$ cat src/rtl/midi_note_parser.sv
// -----------------------------------------------------------------------------
// midi_note_parser
//
// Parses a raw MIDI byte stream from the UART receiver. It tracks one
// monophonic voice and reports the active note, its velocity and a gate.
// The parser handles running status, channel filtering and velocity-0
// note-off. It also accepts real-time bytes interleaved inside messages.
//
// Parameters
//   CHANNEL    MIDI channel (0..15) this voice responds to
//   OMNI       1: accept note messages on every channel, ignore CHANNEL
//
// Ports
//   clk        system clock
//   rst_n      asynchronous active-low reset
//   rx_data    received MIDI byte
//   rx_valid   single-cycle strobe, rx_data is valid this cycle
//   note       current/last note number (bit 7 always 0)
//   velocity   velocity of the last accepted note-on
//   gate       1 while a note is held
//   note_valid one-cycle pulse when note/gate/velocity change
//   byte_err   one-cycle pulse when a data byte arrives with no running status
// -----------------------------------------------------------------------------
module midi_note_parser #(
  parameter logic [3:0] CHANNEL = 4'd0,
  parameter bit         OMNI    = 1'b0
) (
  input  logic       clk,
  input  logic       rst_n,
  input  logic [7:0] rx_data,
  input  logic       rx_valid,
  output logic [7:0] note,
  output logic [6:0] velocity,
  output logic       gate,
  output logic       note_valid,
  output logic       byte_err
);

  typedef enum logic [1:0] {
    IDLE    = 2'd0,
    WANT_D1 = 2'd1,
    WANT_D2 = 2'd2
  } state_t;

  state_t     state_q, state_d;
  logic [7:0] status_q, status_d;     // running status byte
  logic [6:0] d1_q, d1_d;             // first data byte of the current message
  logic       sys_q, sys_d;           // set after 0xF0..0xF7: drop data silently
  logic [7:0] note_q, note_d;
  logic [6:0] vel_q, vel_d;
  logic       gate_q, gate_d;
  logic       note_valid_q, note_valid_d;
  logic       byte_err_q, byte_err_d;

  // Byte classification. Real-time bytes (0xF8..0xFF) match none of these,
  // so they fall through every branch and leave all state untouched.
  logic       is_data, is_status, is_sys;
  logic [3:0] cmd;
  logic       ch_match, one_byte_msg;

  assign is_data      = rx_valid && !rx_data[7];
  assign is_status    = rx_valid && rx_data[7] && (rx_data[7:4] != 4'hF);
  assign is_sys       = rx_valid && (rx_data[7:3] == 5'b11110);
  assign cmd          = status_q[7:4];
  assign ch_match     = OMNI || (status_q[3:0] == CHANNEL);
  assign one_byte_msg = (cmd == 4'hC) || (cmd == 4'hD);

  // State register
  always_ff @(posedge clk or negedge rst_n) begin
    if (!rst_n) begin
      state_q      <= IDLE;
      status_q     <= 8'd0;
      d1_q         <= 7'd0;
      sys_q        <= 1'b0;
      note_q       <= 8'd0;
      vel_q        <= 7'd0;
      gate_q       <= 1'b0;
      note_valid_q <= 1'b0;
      byte_err_q   <= 1'b0;
    end else begin
      state_q      <= state_d;
      status_q     <= status_d;
      d1_q         <= d1_d;
      sys_q        <= sys_d;
      note_q       <= note_d;
      vel_q        <= vel_d;
      gate_q       <= gate_d;
      note_valid_q <= note_valid_d;
      byte_err_q   <= byte_err_d;
    end
  end

  // Next-state logic: message framing and running status
  always_comb begin
    state_d  = state_q;
    status_d = status_q;
    d1_d     = d1_q;
    sys_d    = sys_q;
    if (is_status) begin
      // A new status byte abandons any partial message.
      state_d  = WANT_D1;
      status_d = rx_data;
      sys_d    = 1'b0;
    end else if (is_sys) begin
      state_d  = IDLE;
      status_d = 8'd0;
      sys_d    = 1'b1;
    end else if (is_data) begin
      case (state_q)
        IDLE: ;
        WANT_D1: begin
          d1_d = rx_data[6:0];
          // Program change / channel pressure complete on one data byte.
          if (!one_byte_msg) state_d = WANT_D2;
        end
        WANT_D2: state_d = WANT_D1;
        default: state_d = IDLE;
      endcase
    end
  end

  // Output logic: act on completed note messages
  always_comb begin
    note_d       = note_q;
    vel_d        = vel_q;
    gate_d       = gate_q;
    note_valid_d = 1'b0;
    byte_err_d   = 1'b0;
    if (is_data) begin
      if (state_q == IDLE && !sys_q) byte_err_d = 1'b1;
      if (state_q == WANT_D2 && ch_match) begin
        if (cmd == 4'h9 && rx_data[6:0] != 7'd0) begin
          // Note-on, last-note priority: retriggers over a held note.
          note_d       = {1'b0, d1_q};
          vel_d        = rx_data[6:0];
          gate_d       = 1'b1;
          note_valid_d = 1'b1;
        end else if ((cmd == 4'h8 || cmd == 4'h9) && gate_q &&
                     d1_q == note_q[6:0]) begin
          // Note-off releases only the note currently sounding.
          gate_d       = 1'b0;
          note_valid_d = 1'b1;
        end
      end
    end
  end

  assign note       = note_q;
  assign velocity   = vel_q;
  assign gate       = gate_q;
  assign note_valid = note_valid_q;
  assign byte_err   = byte_err_q;

endmodule

$ cat config.mk
export PLATFORM = sky130hd
export DESIGN_NAME = midi_note_parser
export DESIGN_NICKNAME = d
export VERILOG_FILES = /design/src/rtl/midi_note_parser.sv
export SDC_FILE = /design/constraint.sdc
export NUM_CORES = 1
export LEC_CHECK = 0
export CELL_PAD_IN_SITES_DETAIL_PLACEMENT = 1
export CELL_PAD_IN_SITES_GLOBAL_PLACEMENT = 1
export CORE_MARGIN = 2
export CORE_UTILIZATION = 35
export CTS_CLUSTER_DIAMETER = 150
export DETAILED_ROUTE_END_ITERATION = 10
export PLACE_DENSITY = 0.78
export SYNTH_ARGS = -nofsm -noshare
export SYNTH_HDL_FRONTEND = slang
export SYNTH_SLANG_ARGS = --single-unit
$ cat constraint.sdc
create_clock -name clk -period 2.26 [get_ports clk]
set_clock_uncertainty 0.2 [all_clocks]
set_input_delay 0.452 -clock clk [delete_from_list [all_inputs] [get_ports clk]]
set_output_delay 0.452 -clock clk [all_outputs]
set_load 0.005 [all_outputs]
==> run_results.csv <==
group,metric,value,unit
outcome,run_status,"finished clean",
setup_path,cp-start-kind,"input port",
cts,max-clock-path-buffers,2,
floorplanning,fp.dieW,70.3,µm
global_route,grt_pass1_vias,1297,
sta,timing.final.hold_violations,0,
sta,postLayoutSetupSlackWorst,57.7,ps
logic_synthesis,synth_simple_gate_area_share,11.6,%
power,power.static_leakage,0.946,nW
logic_synthesis,flop_and_latch_count_out_of_synthesis,35,
cts,tritoncts,"built",
place,placement.io_buffers,27,
cts,cts.sinks,35,
route,avgViaCountPerCell,5.05,
route,drc,0,
power,tot_pwr,1.54,mW
setup_path,worst_ep_required_time,2240,ps
cells_and_area,finalInstanceArea,2120,µm²
power,pwr_density_cell,727,nW/µm²
setup_path,worstSetupEndpointType,"register",
logic_synthesis,synth_seq_area_share,57.0,%
cts,root_driver,"sky130_fd_sc_hd__clkbuf_8",
setup_path,timing.critical_path.arrival,2180,ps
sta,max_freq,454,MHz
route,wirelength,4010,µm
route,detailroute.wirelength.met3,140,µm
cts,cts_buffers,5,
sta,final.min_clock_period,2200,ps
place,gp_routability_congestion,0.795,
global_route,grt_antenna_before_repair,0,
logic_synthesis,synth.cell_area,1540,µm²
floorplanning,die_h,70.3,µm
global_route,global_route.usage.total,17.6,%
setup_path,timing_worst_setup_path_type,"input port to register",
sta,worst_hold_slack,250,ps
floorplanning,start_util,35.8,%
sta,timing_max_transition_violations_final,0,
place,place_inst,209,
logic_synthesis,yosys.area_share.adder,0,%
global_route,maximum_number_of_pins_on_one_net_before_global_route_repair,36,
floorplanning,io-pin-count,29,
place,dpl_cell_area,1970,µm²
cells_and_area,layout.cells.non_filler,220,
logic_synthesis,synth.mux.area_fraction,17.6,%
cells_and_area,layout_cells_sized_above_1,32.7,%
place,placement.setup.worst_slack,-685,ps
global_route,grt_remaining_overflow,0,
power,power.ir.vdd_worst,0.000376,V
logic_synthesis,syn-instance-count,118,
cells_and_area,design.final.nets,178,
cts,insertion_delay,290,ps
sta,rsz0062_at_grt,"false",
route,wire_per_inst,18.2,µm
logic_synthesis,synth_top_family_by_area,"multiplexers",
cells_and_area,area_growth,37.8,%
cts,cts_hold_buf,0,
cells_and_area,final_util,49.3,%
logic_synthesis,yosys_warnings,0,
route,detail-route-antenna-nets,0,
logic_synthesis,syn-num-nets,129,
floorplanning,core-area,4290,µm²
logic_synthesis,synth-xor-area-share,3.99,%
route,maxUsedRoutingLayer,"met4",
run,max_cap_viol_count,0,
sta,finalSetupTns,0,ps
place,detailed_place_hpwl,2800,µm
logic_synthesis,synth-compound-area-share,7.73,%
logic_synthesis,syn-mean-instance-area,13.0,µm²
hold_path,holdCritPathClass,"register to register",
sta,setup_viol,0,
route,vias,1110,
floorplanning,num_rows,24,
global_route,first_pass_grt_wire_length,6530,µm
route,dr.pass1.iters,4,
cts,cts.reportedPaths.clkPinSlew,70,ps
setup_path,critical_path.max_fanout,7,
route,drt_initial_violations,24,
cells_and_area,diodes,0,
cts,h-tree-depth,2,
route,wl_met2,2100,µm
floorplanning,die_area,4940,µm²
logic_synthesis,post_synth_num_cell_types,34,
route,detail_route.wirelength.met1,1700,µm
sta,min_period_over_period,97.4,%
synth_stat cells:
master                     instances  share of area, %
sky130_fd_sc_hd__clkbuf_1          2              0.49
sky130_fd_sc_hd__nor2_1            3              0.73
sky130_fd_sc_hd__conb_1            1              0.24
sky130_fd_sc_hd__buf_6             1              0.73
sky130_fd_sc_hd__nor2_2            1              0.41
sky130_fd_sc_hd__and4bb_2          1              0.81
sky130_fd_sc_hd__nor4_1            2              0.81
sky130_fd_sc_hd__nor3_1            1              0.33
sky130_fd_sc_hd__o21a_1            1              0.49
sky130_fd_sc_hd__buf_4             1              0.49
sky130_fd_sc_hd__nand2_1          14               3.4
sky130_fd_sc_hd__xnor2_1           1              0.57
sky130_fd_sc_hd__mux2_2           12               8.8
sky130_fd_sc_hd__a31oi_1           2              0.81
sky130_fd_sc_hd__or4_1             1              0.49
sky130_fd_sc_hd__a21o_1            1              0.49
sky130_fd_sc_hd__nor4b_1           1              0.57
sky130_fd_sc_hd__nand3_1           2              0.65
sky130_fd_sc_hd__dfrtp_1          35                57
sky130_fd_sc_hd__nand2b_1          1              0.41
sky130_fd_sc_hd__a211o_1           1              0.57
sky130_fd_sc_hd__or2_2             1              0.41
sky130_fd_sc_hd__o41ai_4           1               1.8
sky130_fd_sc_hd__a21oi_1           2              0.65
sky130_fd_sc_hd__a22oi_1           1              0.49
sky130_fd_sc_hd__xor2_1            6               3.4
sky130_fd_sc_hd__o211ai_1          1              0.49
sky130_fd_sc_hd__nand3b_1          1              0.49
sky130_fd_sc_hd__o21ai_0           6               2.0
sky130_fd_sc_hd__inv_1             1              0.24
sky130_fd_sc_hd__mux2_4            9               8.8
sky130_fd_sc_hd__and2_1            1              0.41
sky130_fd_sc_hd__nand4_1           2              0.81
sky130_fd_sc_hd__nor3b_2           1              0.81
layout make-up:
type	instances	area [µm²]
fill	465	2180
clock buffer	7	96.3
sequential	35	876
multi-input combinational	79	657
clock inverter	1	7.51
inverter	1	3.75
tap	52	65.1
timing repair buffer	45	413
layout by cell type, fill, tap and decap left out, drive strengths merged, types with 4 or more instances in the layout:
cell	synthesis	routed
dfrtp	35	35
clkdlybuf4s50	0	23
mux2	21	21
buf	2	18
nand2	14	14
clkbuf	2	7
xor2	6	6
o21ai	6	6
nor2	4	5
dlygate4sd2	0	4
registers in the layout, indices dropped and copies added, names as in the netlist:
signal      cells
velocity        7
state_q         2
sys_q           1
note_valid      1
status_q        8
byte_err        1
gate            1
d1_q            7
note            7
repair_timing:
item	in CTS	in global routing
resized for setup	7	1
endpoints found under the setup margin	15	12
setup buffers	1	1
pin swaps	3	3
gates cloned	1	0
worst paths after layout:
| path | startpoint | slack [ps] | depth (start not counted) | end |
|---|---|---|---|---|
| min in group asynchronous | rst_n | 370 | 2 | velocity[3]$_DFFE_PN0P_ |
| worst min register to register | sys_q$_DFFE_PN0P_ | 250 | 1 | byte_err$_DFF_PN0_ |
| max in group asynchronous | rst_n | 1170 | 2 | state_q[1]$_DFFE_PN0P_ |
| worst max-delay path | rx_data[7] | 60 | 5 | note[3]$_DFFE_PN0P_ |
| worst min-delay path | sys_q$_DFFE_PN0P_ | 250 | 1 | byte_err$_DFF_PN0_ |
| worst max register to register | status_q[5]$_DFFE_PN0P_ | 220 | 4 | note[3]$_DFFE_PN0P_ |
metal layers:
metal / global-route usage [%] / vias to the layer above
li1: - / 514
met1: 20.9 / 563
met2: 28.9 / 25
met3: 5.92 / 8
met4: 7.48 / 0
met5: 0 / -
kinds of logic (layout without fill, tap and decap cells):
group / after synthesis / after routing
buffers and inverters: 5 / 54
AND/OR/NAND/NOR: 33 / 34
other: 1 / 1
XOR/XNOR: 7 / 7
AO/OA/AOI/OAI: 16 / 16
flip-flops: 35 / 35
multiplexers: 21 / 21
worst max-delay path, cell delays in order:
cell	delay, ps
sky130_fd_sc_hd__clkdlybuf4s50_1	480
sky130_fd_sc_hd__and4bb_2	360
sky130_fd_sc_hd__nand3_2	180
sky130_fd_sc_hd__nor2_4	320
sky130_fd_sc_hd__mux2_2	380
report_power, final:
group	leakage, nW	internal, mW	total, mW	switching (mW)
clock	0.0505	0.277	0.502	0.225
combinational	0.444	0.145	0.264	0.119
sequential	0.451	0.705	0.774	0.0681
Note: power is estimated with default switching activity, not from simulation.
